--- config.mk ---
export PLATFORM = sky130hd
export DESIGN_NAME = snn_ctrl_flat
export DESIGN_NICKNAME = d
export VERILOG_FILES = /design/src/rtl/snn_pkg.sv /design/src/rtl/snn_ctrl_if.sv /design/src/rtl/snn_byte_unpack.sv /design/src/rtl/snn_ctrl.sv /design/src/flat_wrapper.sv
export SDC_FILE = /design/constraint.sdc
export NUM_CORES = 1
export LEC_CHECK = 0
export ABC_CLOCK_PERIOD_IN_PS = 6500
export CORE_MARGIN = 4
export CORE_UTILIZATION = 54
export CTS_CLUSTER_SIZE = 25
export DETAILED_ROUTE_END_ITERATION = 10
export PLACE_DENSITY = 0.85
export REMOVE_ABC_BUFFERS = 1
export SLEW_MARGIN = 25
export SYNTH_ARGS = -nofsm -noshare
export SYNTH_HDL_FRONTEND = slang
export SYNTH_HIERARCHICAL = 1
export SYNTH_SLANG_ARGS = --single-unit
export TNS_END_PERCENT = 100
--- constraint.sdc ---
create_clock -name clk -period 6.5 [get_ports clk]
set_clock_uncertainty 0.1 [all_clocks]
set_input_delay 1.3 -clock clk [delete_from_list [all_inputs] [get_ports clk]]
set_output_delay 1.3 -clock clk [all_outputs]
set_load 0.02 [all_outputs]
--- src/rtl/snn_pkg.sv ---
// Shared types and constants for the SNN inference sequencer.
package snn_pkg;

   typedef enum logic [2:0] {
      LOAD_WAIT,
      LOAD_BITS,
      RUN_START,
      RUN_WAIT,
      TX,
      TX_WAIT
   } ctrl_state_t;

   localparam logic [7:0] ASCII_ZERO = 8'h30;
   localparam logic [7:0] ASCII_ERR  = 8'h3F;
   localparam int         NUM_PIX    = 784;

   // Digits above 9 have no single ASCII digit, so they report as '?'.
   function automatic logic [7:0] digit_ascii(input logic [3:0] d, input logic err);
      if (err || (d > 4'd9)) return ASCII_ERR;
      return ASCII_ZERO + {4'h0, d};
   endfunction

endpackage

--- src/rtl/snn_ctrl_if.sv ---
// Bundle of UART, input-RAM, core and status signals around the sequencer.
interface snn_ctrl_if #(parameter int ADDR_W = 10) ();

   logic                      rx_rdy;
   logic [7:0]                rx_data;
   logic                      clr_rx_rdy;
   logic [ADDR_W-1:0]         ram_addr;
   logic                      ram_d;
   logic                      ram_we;
   logic [ADDR_W-1:0]         core_addr;
   logic                      core_start;
   logic                      core_done;
   logic [3:0]                core_digit;
   logic                      tx_start;
   logic [7:0]                tx_data;
   logic                      tx_done;
   logic [3:0]                digit;
   logic                      busy;
   snn_pkg::ctrl_state_t      state;

   // Handshakes: rx_rdy is a level held until a one-cycle clr_rx_rdy;
   // core_start/core_done and tx_start/tx_done are single-cycle pulses.
   modport master (
      input  rx_rdy, rx_data, core_addr, core_done, core_digit, tx_done,
      output clr_rx_rdy, ram_addr, ram_d, ram_we, core_start,
             tx_start, tx_data, digit, busy, state
   );

   modport slave (
      output rx_rdy, rx_data, core_addr, core_done, core_digit, tx_done,
      input  clr_rx_rdy, ram_addr, ram_d, ram_we, core_start,
             tx_start, tx_data, digit, busy, state
   );

endinterface

--- src/rtl/snn_byte_unpack.sv ---
// Byte-to-bit serializer: LSB first, with a flag on the eighth bit.
module snn_byte_unpack (
   input  logic       clk,
   input  logic       rst,
   input  logic       load,
   input  logic       advance,
   input  logic [7:0] data,
   output logic       bit_out,
   output logic       last
);

   logic [7:0] shift;
   logic [2:0] bit_cnt;

   always_ff @(posedge clk or posedge rst) begin
      if (rst) begin
         shift   <= 8'h00;
         bit_cnt <= 3'd0;
      end else if (load) begin
         shift   <= data;
         bit_cnt <= 3'd0;
      end else if (advance) begin
         shift   <= shift >> 1;
         bit_cnt <= bit_cnt + 3'd1;
      end
   end

   assign bit_out = shift[0];
   assign last    = (bit_cnt == 3'd7);

endmodule

--- src/rtl/snn_ctrl.sv ---
// Top sequencer: loads an image bit-serially, runs the core, reports the digit.
module snn_ctrl #(
   parameter int NUM_PIX     = 784,
   parameter int ADDR_W      = 10,
   parameter int TIMEOUT_CYC = 65535
) (
   input logic        clk,
   input logic        rst,
   snn_ctrl_if.master bus
);
   import snn_pkg::*;

   ctrl_state_t       state, state_nxt;
   logic [ADDR_W-1:0] pix_cnt;
   logic [15:0]       timer;
   logic              err;
   logic [3:0]        digit_q;
   logic [7:0]        tx_data_q;
   logic              unpack_load, unpack_adv, bit_out, last_bit;
   logic              last_pix, timed_out;

   assign last_pix  = (pix_cnt == ADDR_W'(NUM_PIX - 1));
   assign timed_out = (timer == 16'(TIMEOUT_CYC));

   snn_byte_unpack u_unpack (
      .clk     (clk),
      .rst     (rst),
      .load    (unpack_load),
      .advance (unpack_adv),
      .data    (bus.rx_data),
      .bit_out (bit_out),
      .last    (last_bit)
   );

   always_ff @(posedge clk or posedge rst) begin
      if (rst) state <= LOAD_WAIT;
      else     state <= state_nxt;
   end

   always_comb begin
      state_nxt      = state;
      bus.clr_rx_rdy = 1'b0;
      bus.ram_we     = 1'b0;
      bus.ram_d      = 1'b0;
      bus.ram_addr   = pix_cnt;
      bus.core_start = 1'b0;
      bus.tx_start   = 1'b0;
      unpack_load    = 1'b0;
      unpack_adv     = 1'b0;
      case (state)
         LOAD_WAIT: begin
            if (bus.rx_rdy) begin
               bus.clr_rx_rdy = 1'b1;
               unpack_load    = 1'b1;
               state_nxt      = LOAD_BITS;
            end
         end
         LOAD_BITS: begin
            bus.ram_we = 1'b1;
            bus.ram_d  = bit_out;
            unpack_adv = 1'b1;
            if (last_bit) state_nxt = last_pix ? RUN_START : LOAD_WAIT;
         end
         RUN_START: begin
            bus.ram_addr   = bus.core_addr;
            bus.core_start = 1'b1;
            state_nxt      = RUN_WAIT;
         end
         RUN_WAIT: begin
            bus.ram_addr = bus.core_addr;
            if (bus.core_done || timed_out) state_nxt = TX;
         end
         TX: begin
            bus.ram_addr = bus.core_addr;
            bus.tx_start = 1'b1;
            state_nxt    = TX_WAIT;
         end
         TX_WAIT: begin
            bus.ram_addr = bus.core_addr;
            if (bus.tx_done) state_nxt = LOAD_WAIT;
         end
         default: state_nxt = LOAD_WAIT;
      endcase
   end

   // tx_data is captured on the way into TX so it is stable for the whole send.
   always_ff @(posedge clk or posedge rst) begin
      if (rst) begin
         pix_cnt   <= '0;
         timer     <= 16'd0;
         err       <= 1'b0;
         digit_q   <= 4'd0;
         tx_data_q <= 8'h00;
      end else begin
         case (state)
            LOAD_BITS: pix_cnt <= (last_bit && last_pix) ? '0 : pix_cnt + 1'b1;
            RUN_START: timer   <= 16'd0;
            RUN_WAIT: begin
               timer <= timer + 16'd1;
               if (bus.core_done) begin
                  digit_q   <= bus.core_digit;
                  tx_data_q <= digit_ascii(bus.core_digit, 1'b0);
               end else if (timed_out) begin
                  err       <= 1'b1;
                  tx_data_q <= digit_ascii(digit_q, 1'b1);
               end
            end
            TX_WAIT: if (bus.tx_done) err <= 1'b0;
            default: ;
         endcase
      end
   end

   assign bus.tx_data = tx_data_q;
   assign bus.digit   = digit_q;
   assign bus.busy    = !((state == LOAD_WAIT) && (pix_cnt == '0));
   assign bus.state   = state;

endmodule

--- src/flat_wrapper.sv ---
// flat-port wrapper written by rule: the top's interface ports become plain ports
module snn_ctrl_flat import snn_pkg::*;
#(
   parameter int NUM_PIX     = 784,
   parameter int ADDR_W      = 10,
   parameter int TIMEOUT_CYC = 65535
)
  (clk, rst, bus_rx_rdy, bus_rx_data, bus_core_addr, bus_core_done, bus_core_digit, bus_tx_done, bus_clr_rx_rdy, bus_ram_addr, bus_ram_d, bus_ram_we, bus_core_start, bus_tx_start, bus_tx_data, bus_digit, bus_busy, bus_state);
  snn_ctrl_if #(.ADDR_W(ADDR_W)) bus_i ();
  input logic clk;
  input logic rst;
  input wire logic [$bits(bus_i.rx_rdy)-1:0] bus_rx_rdy;
  input wire logic [$bits(bus_i.rx_data)-1:0] bus_rx_data;
  input wire logic [$bits(bus_i.core_addr)-1:0] bus_core_addr;
  input wire logic [$bits(bus_i.core_done)-1:0] bus_core_done;
  input wire logic [$bits(bus_i.core_digit)-1:0] bus_core_digit;
  input wire logic [$bits(bus_i.tx_done)-1:0] bus_tx_done;
  output wire logic [$bits(bus_i.clr_rx_rdy)-1:0] bus_clr_rx_rdy;
  output wire logic [$bits(bus_i.ram_addr)-1:0] bus_ram_addr;
  output wire logic [$bits(bus_i.ram_d)-1:0] bus_ram_d;
  output wire logic [$bits(bus_i.ram_we)-1:0] bus_ram_we;
  output wire logic [$bits(bus_i.core_start)-1:0] bus_core_start;
  output wire logic [$bits(bus_i.tx_start)-1:0] bus_tx_start;
  output wire logic [$bits(bus_i.tx_data)-1:0] bus_tx_data;
  output wire logic [$bits(bus_i.digit)-1:0] bus_digit;
  output wire logic [$bits(bus_i.busy)-1:0] bus_busy;
  output wire logic [$bits(bus_i.state)-1:0] bus_state;
  assign bus_i.rx_rdy = bus_rx_rdy;
  assign bus_i.rx_data = bus_rx_data;
  assign bus_i.core_addr = bus_core_addr;
  assign bus_i.core_done = bus_core_done;
  assign bus_i.core_digit = bus_core_digit;
  assign bus_i.tx_done = bus_tx_done;
  assign bus_clr_rx_rdy = bus_i.clr_rx_rdy;
  assign bus_ram_addr = bus_i.ram_addr;
  assign bus_ram_d = bus_i.ram_d;
  assign bus_ram_we = bus_i.ram_we;
  assign bus_core_start = bus_i.core_start;
  assign bus_tx_start = bus_i.tx_start;
  assign bus_tx_data = bus_i.tx_data;
  assign bus_digit = bus_i.digit;
  assign bus_busy = bus_i.busy;
  assign bus_state = bus_i.state;
  snn_ctrl #(.NUM_PIX(NUM_PIX), .ADDR_W(ADDR_W), .TIMEOUT_CYC(TIMEOUT_CYC)) u_core (.clk(clk), .rst(rst), .bus(bus_i));
endmodule
# Word-level counts from Yosys, hierarchy flattened
# Index checks and enable logic that the tools add are counted.
[op_classes] n_reduce_logical=13 order_cmp=1 div=0 n_bitwise=0 n_addsub=5 shift=0 muxes=30 multipliers=0 eq_ne=12
[op_table] cell="$mux 8" n=7
[op_table] cell="$pmux 16 s2" n=1
[op_table] cell="$mux 10" n=2
[op_table] cell="$mux 3" n=6
[op_table] cell="$pmux 3 s6" n=1
[op_table] cell="$add 16x1->16 const B" n=1
[op_table] cell="$eq 16x16->1 const B" n=1
[op_table] cell="$add 6x4->7 const A" n=2
[op_table] cell="$mux 1" n=12
[op_table] cell="$add 10x1->10 const B" n=1
[op_table] cell="$eq 10x10->1 const B" n=1
[op_table] cell="$logic_not 10->1" n=1
[op_table] cell="$eq 3x3->1 const B" n=3
[op_table] cell="$eq 3x2->1 const B" n=2
[op_table] cell="$reduce_bool 2->1" n=3
[op_table] cell="$gt 4x4->1 const B" n=1
[op_table] cell="$ne 2x1->1 const B" n=2
[op_table] cell="$ne 2x2->1 const B" n=2
[op_table] cell="$reduce_and 2->1" n=2
[op_table] cell="$reduce_and 4->1" n=1
[op_table] cell="$reduce_or 4->1" n=1
[op_table] cell="$add 3x1->3 const B" n=1
[op_table] cell="$eq 3x1->1 const B" n=1
[op_table] cell="$logic_not 3->1" n=1
[op_table] cell="4 further kinds" n=5
[word_totals] n_memories=0 ff_bits=52 latchBits=0 output_inout_bits=31 romBits=0 mem_bits_rw=0

# Logic depth before layout (Yosys ltp)
# Gate-level depths: netlist of run 1.
[depth] depth_word=7 mapped_depth=8 mapped_depth_nobuf=6

# Cells and area by module
# Netlist of run 1, hierarchy kept.
[by_module_without_submodules] module="snn_ctrl" area_each_um2=2088.3 n_inst=1 cells_each=211
[by_module_without_submodules] module="snn_byte_unpack" area_each_um2=514.2 n_inst=1 cells_each=47

# Worst setup path before layout of run 1
# No wires, ideal clock.
[synth_path] kind="reg2out" from="register u_core.state[2], in the netlist u_core/bus.state[2]" to="output bus_ram_addr[0]" required_time_ns=5.100 path_stages_with_launch=6 path_buffers=2 setup_slack_ns=3.251 arrival_time_ns=1.849 path_cell_list="dfrtp_1 -> clkbuf_1 -> inv_1 -> ha_1 -> clkbuf_1 -> mux2_2"
[synth_via] elab_chain_len=3
[synth_lines] element="start: declaration" line="snn_ctrl.sv:13" rtl="ctrl_state_t state, state_nxt;"
[synth_lines] element="start signal: assignment" line="snn_ctrl.sv:37" rtl="else state <= state_nxt;"
[synth_lines] element="$eq 3x2->1 or $eq 3x3->1 (tied branches)" line="snn_ctrl.sv:50" rtl="case (state)"
[synth_lines] element="$reduce_or 4->1 (no line) *"
[synth_lines] element="$mux 10 *" line="snn_ctrl.sv:50"
[synth_lines] element="end: declaration" line="flat_wrapper.sv:19" rtl="output wire logic [$bits(bus_i.ram_addr)-1:0] bus_ram_addr;"
# Every way passes the cells marked *; elsewhere a longest branch is shown, timed or not.

# Worst setup path after layout of run 1
[layout_path] from="input bus_rx_rdy" to="output bus_clr_rx_rdy"
[layout_via] elab_chain_len=2
[layout_lines] element="start: declaration" line="flat_wrapper.sv:12" rtl="input wire logic [$bits(bus_i.rx_rdy)-1:0] bus_rx_rdy;"
[layout_lines] element="$mux 1" line="snn_ctrl.sv:52" rtl="if (bus.rx_rdy) begin"
[layout_lines] element="$mux 1" line="snn_ctrl.sv:50"
[layout_lines] element="end: declaration" line="flat_wrapper.sv:18" rtl="output wire logic [$bits(bus_i.clr_rx_rdy)-1:0] bus_clr_rx_rdy;"
# Every way passes these cells.

==> reports/qor.yml, run 1 <==
cts_buffers: 5
layout.nets: 340
ir_worst_vdd_v: 0.0002211
outcome: "finished, final reports clean"
cp_data_required_time_ps: 5100
synth_common_cells: "49 x dfrtp_1, 23 x nand2_1, 19 x nor2_1, 15 x mux2_2, 12 x inv_1"
portBuffers: 55
synthCells: 258
drive_gt1_share_pct: 10.71
synth_xor_area_share_pct: 5.048
fin_area_mm2: 0.003264
grt_max_degree: 39
cts.sinks: 49
rsz0062_at_grt: "no"
period_share_pct: 67.32
synth_most_common_cell: "dfrtp_1"
critPathKind: "input pin to primary output"
cts_setup_buffers: 0
dp_hpwl_mm: 3.732
num_vias: 2039
p_per_area_mw_per_mm2: 302.2
die_area_mm2: 0.005994
clk_path_buf_depth: 2
p_leak_nw: 1.462
slew_headroom_pct: 50.82
rows: 24
slew_violations: 0
swShare_pct: 33.31
p_int_w: 0.0006579
worst-path-max-fanout: 20
htreeDepth: 2
synthAdderAreaFrac_pct: 2.885
synth.top_cell.area_share_pct: 47.12
synth_edf_count: 0
die_h_um: 77.42
finalSetupViolCount: 0
synth_area_mm2: 0.002602
place_area_mm2: 0.003148
tightest_slew_ps: 730.9
fmax_mhz: 228.5
ant_nets: 0
dr.pass1.iters: 4
power.share.clock_pct: 22.5
gp_congestion: 0.8147
grt_usage_pct: 18.16
grt_pass1_wl_mm: 8.928
wl_mm: 5.105
clock_latency_ps: 300
p_comb_share_pct: 35.5
fin_setup_tns_ps: 0
cts-hold-fix-buffers: 0
clkTransAtPathRegs_ps: 90
yosysSeqAreaShare_pct: 47.12
synth_top_family_by_area: "simple AND/OR/NAND/NOR gates"
hold_class: "flip-flop to flip-flop"
dr.first_iter.drc_count: 82
async_reset_ff_share_pct: 100.0
synthFlopType: "dfrtp_1"
cap_violations: 0
hold_viol: 0
cts_tree: "built"
io_pins: 58
antenna_found_initial: 0
critPathLaunchType: "input pin"
yosysUniqueCellTypes: 50
timing.reg2reg.setup_slack_ps: 3890
start_util_pct: 57.78
fin_crit_ps: 4376
ys_warn_count: 6
synth.area.mux_share_pct: 10.34
gr-total-overflow: 0
power_switching_w: 0.0003286
ys_seq_elements: 49
synth_compound_area_share_pct: 9.567
grt_pass1_vias: 1987
worst_setup_path_end_kind: "primary output"
ctsResizeCount: 0
yosysTopAreaCell: "dfrtp_1"
clock-root-buffer: "clkbuf_8"
die_x_um: 77.42
drc: 0
synthTopCellsByArea: "dfrtp_1 47%, mux2_2 6.5%, mux2i_1 3.8%"
antenna-diode-count: 0
seqPwrFrac_pct: 42.1
viasPerCell: 5.664
arrival_ps: 2980
synthSimpleGateAreaFrac_pct: 20.05
synthToLayoutAreaGrowth_pct: 25.43
post_drt_wl_per_cell_um: 14.18
core_mm2: 0.004504
avgSynthCellArea_um2: 10.09
## worst paths after layout
path,start,end,cells past startpoint
max in group asynchronous,rst,u_core/timer[13]$_DFFE_PP0P_,3
worst min register to register,u_core/bus.tx_data[1]$_DFFE_PP0P_,u_core/bus.tx_data[1]$_DFFE_PP0P_,1
worst min-delay path,u_core/bus.tx_data[1]$_DFFE_PP0P_,u_core/bus.tx_data[1]$_DFFE_PP0P_,1
worst max register to register,u_core/bus.state[2]$_DFFE_PP0P_,u_core/timer[15]$_DFFE_PP0P_,6
worst max-delay path,bus_rx_rdy,bus_clr_rx_rdy,3
min in group asynchronous,rst,u_core/u_unpack/shift[6]$_DFFE_PP0P_,2
## registers in the layout, summed over array words and instances (netlist names)
register                 flops
u_core/u_unpack/shift        8
u_core/bus.state             3
u_core/bus.tx_data           5
u_core/pix_cnt              10
u_core/timer                16
u_core/bus.digit             4
u_core/u_unpack/bit_cnt      3
## power by group through the flow
stage                     Sequential, W  Combinational, W  Clock (W)
after floorplan                0.000413          0.000228          0
after global placement         0.000418          0.000342          0
after detailed placement       0.000420          0.000348          0
after CTS                      0.000414          0.000353   0.000227
after global routing           0.000425          0.000388   0.000242
final                          0.000415          0.000350   0.000222
## through the flow
stage / power (W) / setup slack [ps] / cells / util [%] / hold slack, ps
2_1_floorplan: 0.0006408 / 3205 / 244 / - / 371.4
5_1_grt: 0.001055 / 2011 / 360 / 72.47 / 433.3
3_3_place_gp: 0.0007598 / 2116 / 352 / 69.89 / 373.3
3_5_place_dp: 0.0007681 / 2111 / 352 / 69.89 / 380.3
4_1_cts: 0.0009937 / 2110 / 360 / 72.47 / 400.4
6_report: 0.0009864 / 2124 / 360 / 72.47 / 392.4
## cell type report
cell class	instances	area [um2]
Clock inverter	1	30.03
Fill cell	349	1240
Multi-Input combinational cell	183	1254
Sequential cell	49	1226
Timing Repair Buffer	56	558.0
Inverter	12	45.04
Clock buffer	7	86.33
Tap cell	52	65.06
## critical path, cell delays in order
cell	delay (ps)
clkdlybuf4s50_1	470
and2_1	490
clkdlybuf4s50_1	720
## cells by family (layout without fill, tap and decap cells)
family,count (synthesis),in the layout
AO/OA/AOI/OAI,39,39
XOR/XNOR,15,15
adder cells (fa/ha/maj),6,6
buffers and inverters,27,76
flip-flops,49,49
multiplexers,25,25
other,1,2
AND/OR/NAND/NOR,96,96
## placed cells by master (no fill, tap or decap), types with 2 or more instances in the layout
cell type,netlist,routed
nand2b_1,2,2
mux2i_1,10,10
clkdlybuf4s50_1,0,55
nor3_1,7,7
dfrtp_1,49,49
clkbuf_8,0,6
mux2_2,15,15
o31ai_1,2,2
nor2_1,19,19
xnor2_1,9,9
and2_1,3,3
o21a_1,3,3
ha_1,6,6
nor4_1,5,5
and4_1,3,3
o21ai_1,6,6
a21oi_1,5,5
nand2_1,23,23
inv_1,12,12
nand3b_1,2,2
a211o_1,2,2
o21ai_0,11,11
a211oi_1,3,3
or2_2,3,3
conb_1,1,2
nand3_1,9,9
xor2_1,6,6
or3_1,3,3
nand4_1,5,5
## layer usage
| metal | vias to the layer above | GRT usage [%] | wire length (um) |
|---|---|---|---|
| li1 | 1006 | - | - |
| met1 | 975 | 24.16 | 2367 |
| met2 | 50 | 29.97 | 2426 |
| met3 | 8 | 4.630 | 254 |
| met4 | 0 | 4.270 | 57 |
| met5 | - | 0 | 0 |
No activity file was read; power rests on OpenSTA's default activity.
==> run 2, diff against run 1 <==
ABC_CLOCK_PERIOD_IN_PS = 4140   (was 6500)
CORE_UTILIZATION = 50   (was 54)
PLACE_DENSITY = 0.79   (was 0.85)
clock period = 4.14 ns   (was 6.5 ns; I/O delays follow)
==> reports/qor.yml, run 2 (same netlist as run 1, synthesis figures left out) <==
slew_headroom_pct: 51.31  # was 50.82%
portBuffers: 55  # unchanged
drc: 0  # unchanged
clk_path_buf_depth: 2  # unchanged
core_mm2: 0.004880  # was 0.004504 mm2
final_common_cell: "clkdlybuf4s50_1"  # unchanged
wl_met3_um: 291  # was 254 um
slowest_delay_ps: 550  # was 720 ps
rows: 25  # was 24
ant_nets: 0  # unchanged
dr_wl_met2_mm: 2.580  # was 2.426 mm
clkTransAtPathRegs_ps: 80  # was 90 ps
p_total_w: 0.001567  # was 0.0009864 W
num_vias: 2042  # was 2,039
finalSetupViolCount: 0  # unchanged
drive_gt1_share_pct: 11.29  # was 10.71%
layout.nets: 342  # was 340
die_area_mm2: 0.006423  # was 0.005994 mm2
wl_met1_mm: 2.374  # was 2.367 mm
ctsResizeCount: 0  # unchanged
p_per_area_mw_per_mm2: 475.1  # was 302.2 mW/mm2
fmax_mhz: 293.6
fin_crit_ps: 3405
arrival_ps: 2480  # was 2980 ps
top_layer_used: "met4"  # unchanged
largest_register: "u_core/timer"  # unchanged
fin_setup_tns_ps: 0  # unchanged
dp.cells: 369  # was 352
period_share_pct: 82.26
cts_setup_buffers: 0  # unchanged
largest_register_ffs: 16  # unchanged
fin_cells: 377  # was 360
antenna-diode-count: 0  # unchanged
p_leak_nw: 1.471  # was 1.462 nW
start_util_pct: 53.33  # was 57.78%
nFillCells: 393  # was 349
rsz0062_at_grt: "no"  # unchanged
critPathKind: "flip-flop to primary output"  # was input pin to primary output
worst_setup_path_end_kind: "primary output"  # unchanged
reg_top3: "u_core/timer x16, u_core/pix_cnt x10, u_core/u_unpack/shift x8"  # unchanged
gr-total-overflow: 0  # unchanged
htreeDepth: 2  # unchanged
dr.pass1.iters: 4  # unchanged
io_pins: 58  # unchanged
slew_violations: 0  # unchanged
cp_cell_sequence: "inv_1 -> ha_1 -> mux2_2 -> clkdlybuf4s50_1"  # was clkdlybuf4s50_1 -> and2_1 -> clkdlybuf4s50_1
hold_class: "flip-flop to flip-flop"  # unchanged
cap_violations: 0  # unchanged
grt_pass1_wl_mm: 9.149  # was 8.928 mm
antenna_found_initial: 0  # unchanged
tightest_slew_ps: 723.6  # was 730.9 ps
ff2ff_path_depth: 6  # unchanged
cts_buffers: 5  # unchanged
critPathLaunchType: "flip-flop"  # was input pin
cp_slowest_cell: "ha_1"  # was clkdlybuf4s50_1
outcome: "finished, final reports clean"  # unchanged
wl_mm: 5.353  # was 5.105 mm
timing.reg2reg.setup_slack_ps: 1540  # was 3890 ps
hold_viol: 0  # unchanged
worstSetupStartpoint: "u_core/bus.state[2]$_DFFE_PP0P_"  # was bus_rx_rdy
clock_latency_ps: 300  # about the same
dp_hpwl_mm: 4.022  # was 3.732 mm
post_drt_wl_per_cell_um: 14.20  # was 14.18 um
cp_data_required_time_ps: 3210  # was 5100 ps
cts_tree: "built"  # unchanged
die_x_um: 80.15  # was 77.42 um
die_h_um: 80.15  # was 77.42 um
grt_usage_pct: 18.26  # was 18.16%
cts.sinks: 49  # unchanged
gp_congestion: 0.8170  # was 0.8147
grt_pass1_vias: 2003  # was 1,987
worst-path-max-fanout: 11  # was 20
synthToLayoutAreaGrowth_pct: 26.73  # was 25.43%
final_cell_mix: "55 x clkdlybuf4s50_1, 49 x dfrtp_1, 23 x nand2_1"  # unchanged
clock-root-buffer: "clkbuf_8"  # unchanged
r2r-end: "u_core/timer[15]$_DFFE_PP0P_"  # unchanged
crit_path_end: "bus_ram_addr[7]"  # was bus_clr_rx_rdy
ir_worst_vdd_v: 0.0003707  # was 0.0002211 V
grt_max_degree: 28  # was 39
dr.first_iter.drc_count: 118  # was 82
timing.rr.start: "u_core/bus.state[2]$_DFFE_PP0P_"  # unchanged
post-route-util_pct: 67.59  # was 72.47%
viasPerCell: 5.416  # was 5.664
cts-hold-fix-buffers: 0  # unchanged
==> run 2: cell count changes in the layout (fill, tap and decap cells not counted), sizes merged <==
cell | before | now
buf | 1 | 3
==> run 2: critical path: cells and delay by family, from the launching register on <==
kind | cells | cell delay (ps)
adder cells (fa/ha/maj) | 1 | 550
buffers and inverters | 2 | 690
flip-flops | 1 | 540
multiplexers | 1 | 390
==> run 2: worst min-delay path by stage <==
stage,cells past startpoint,slack [ps],end,start
2_1_floorplan,1,370,u_core/pix_cnt[6]$_DFFE_PP0P_,u_core/pix_cnt[6]$_DFFE_PP0P_
3_3_place_gp,1,380,u_core/bus.tx_data[2]$_DFFE_PP0P_,u_core/bus.tx_data[2]$_DFFE_PP0P_
3_5_place_dp,1,390,u_core/bus.tx_data[4]$_DFFE_PP0P_,u_core/bus.tx_data[4]$_DFFE_PP0P_
4_1_cts,1,410,u_core/pix_cnt[6]$_DFFE_PP0P_,u_core/pix_cnt[6]$_DFFE_PP0P_
5_1_grt,1,430,u_core/bus.tx_data[1]$_DFFE_PP0P_,u_core/bus.tx_data[1]$_DFFE_PP0P_
6_report,1,410,u_core/bus.tx_data[2]$_DFFE_PP0P_,u_core/bus.tx_data[2]$_DFFE_PP0P_
==> run 2: final cells by class <==
type / instances / area, um2 / share of cell area (%)
Inverter: 12 / 45.04 / 1.366
Clock buffer: 7 / 86.33 / 2.618
Timing Repair Buffer: 58 / 573.1 / 17.37
Sequential cell: 49 / 1226 / 37.18
Multi-Input combinational cell: 183 / 1254 / 38.01
Tap cell: 67 / 83.83 / 2.542
Clock inverter: 1 / 30.03 / 0.9105
==> run 2: power breakdown <==
group | internal (W) | total, W | switching (W)
logic | 0.000280 | 0.000562 | 0.000282
registers | 0.000565 | 0.000655 | 0.0000902
clock network | 0.000197 | 0.000350 | 0.000153
total | 0.00104 | 0.00157 | 0.000525
==> run 2: per-layer routing <==
metal	up-vias	GRT usage [%]
li1	1007	-
met1	962	23.89
met2	60	28.89
met3	13	4.596
met4	0	7.264
met5	-	0
==> run 2: per-stage QoR <==
step	setup slack (ps)	hold slack, ps	cell area, um2
4_1_cts	692.9	410.4	3298
3_5_place_dp	954.9	392.3	3182
5_1_grt	601.1	431.7	3298
2_1_floorplan	1317	371.4	2525
6_report	734.5	406.6	3298
3_3_place_gp	959.9	379.9	3182
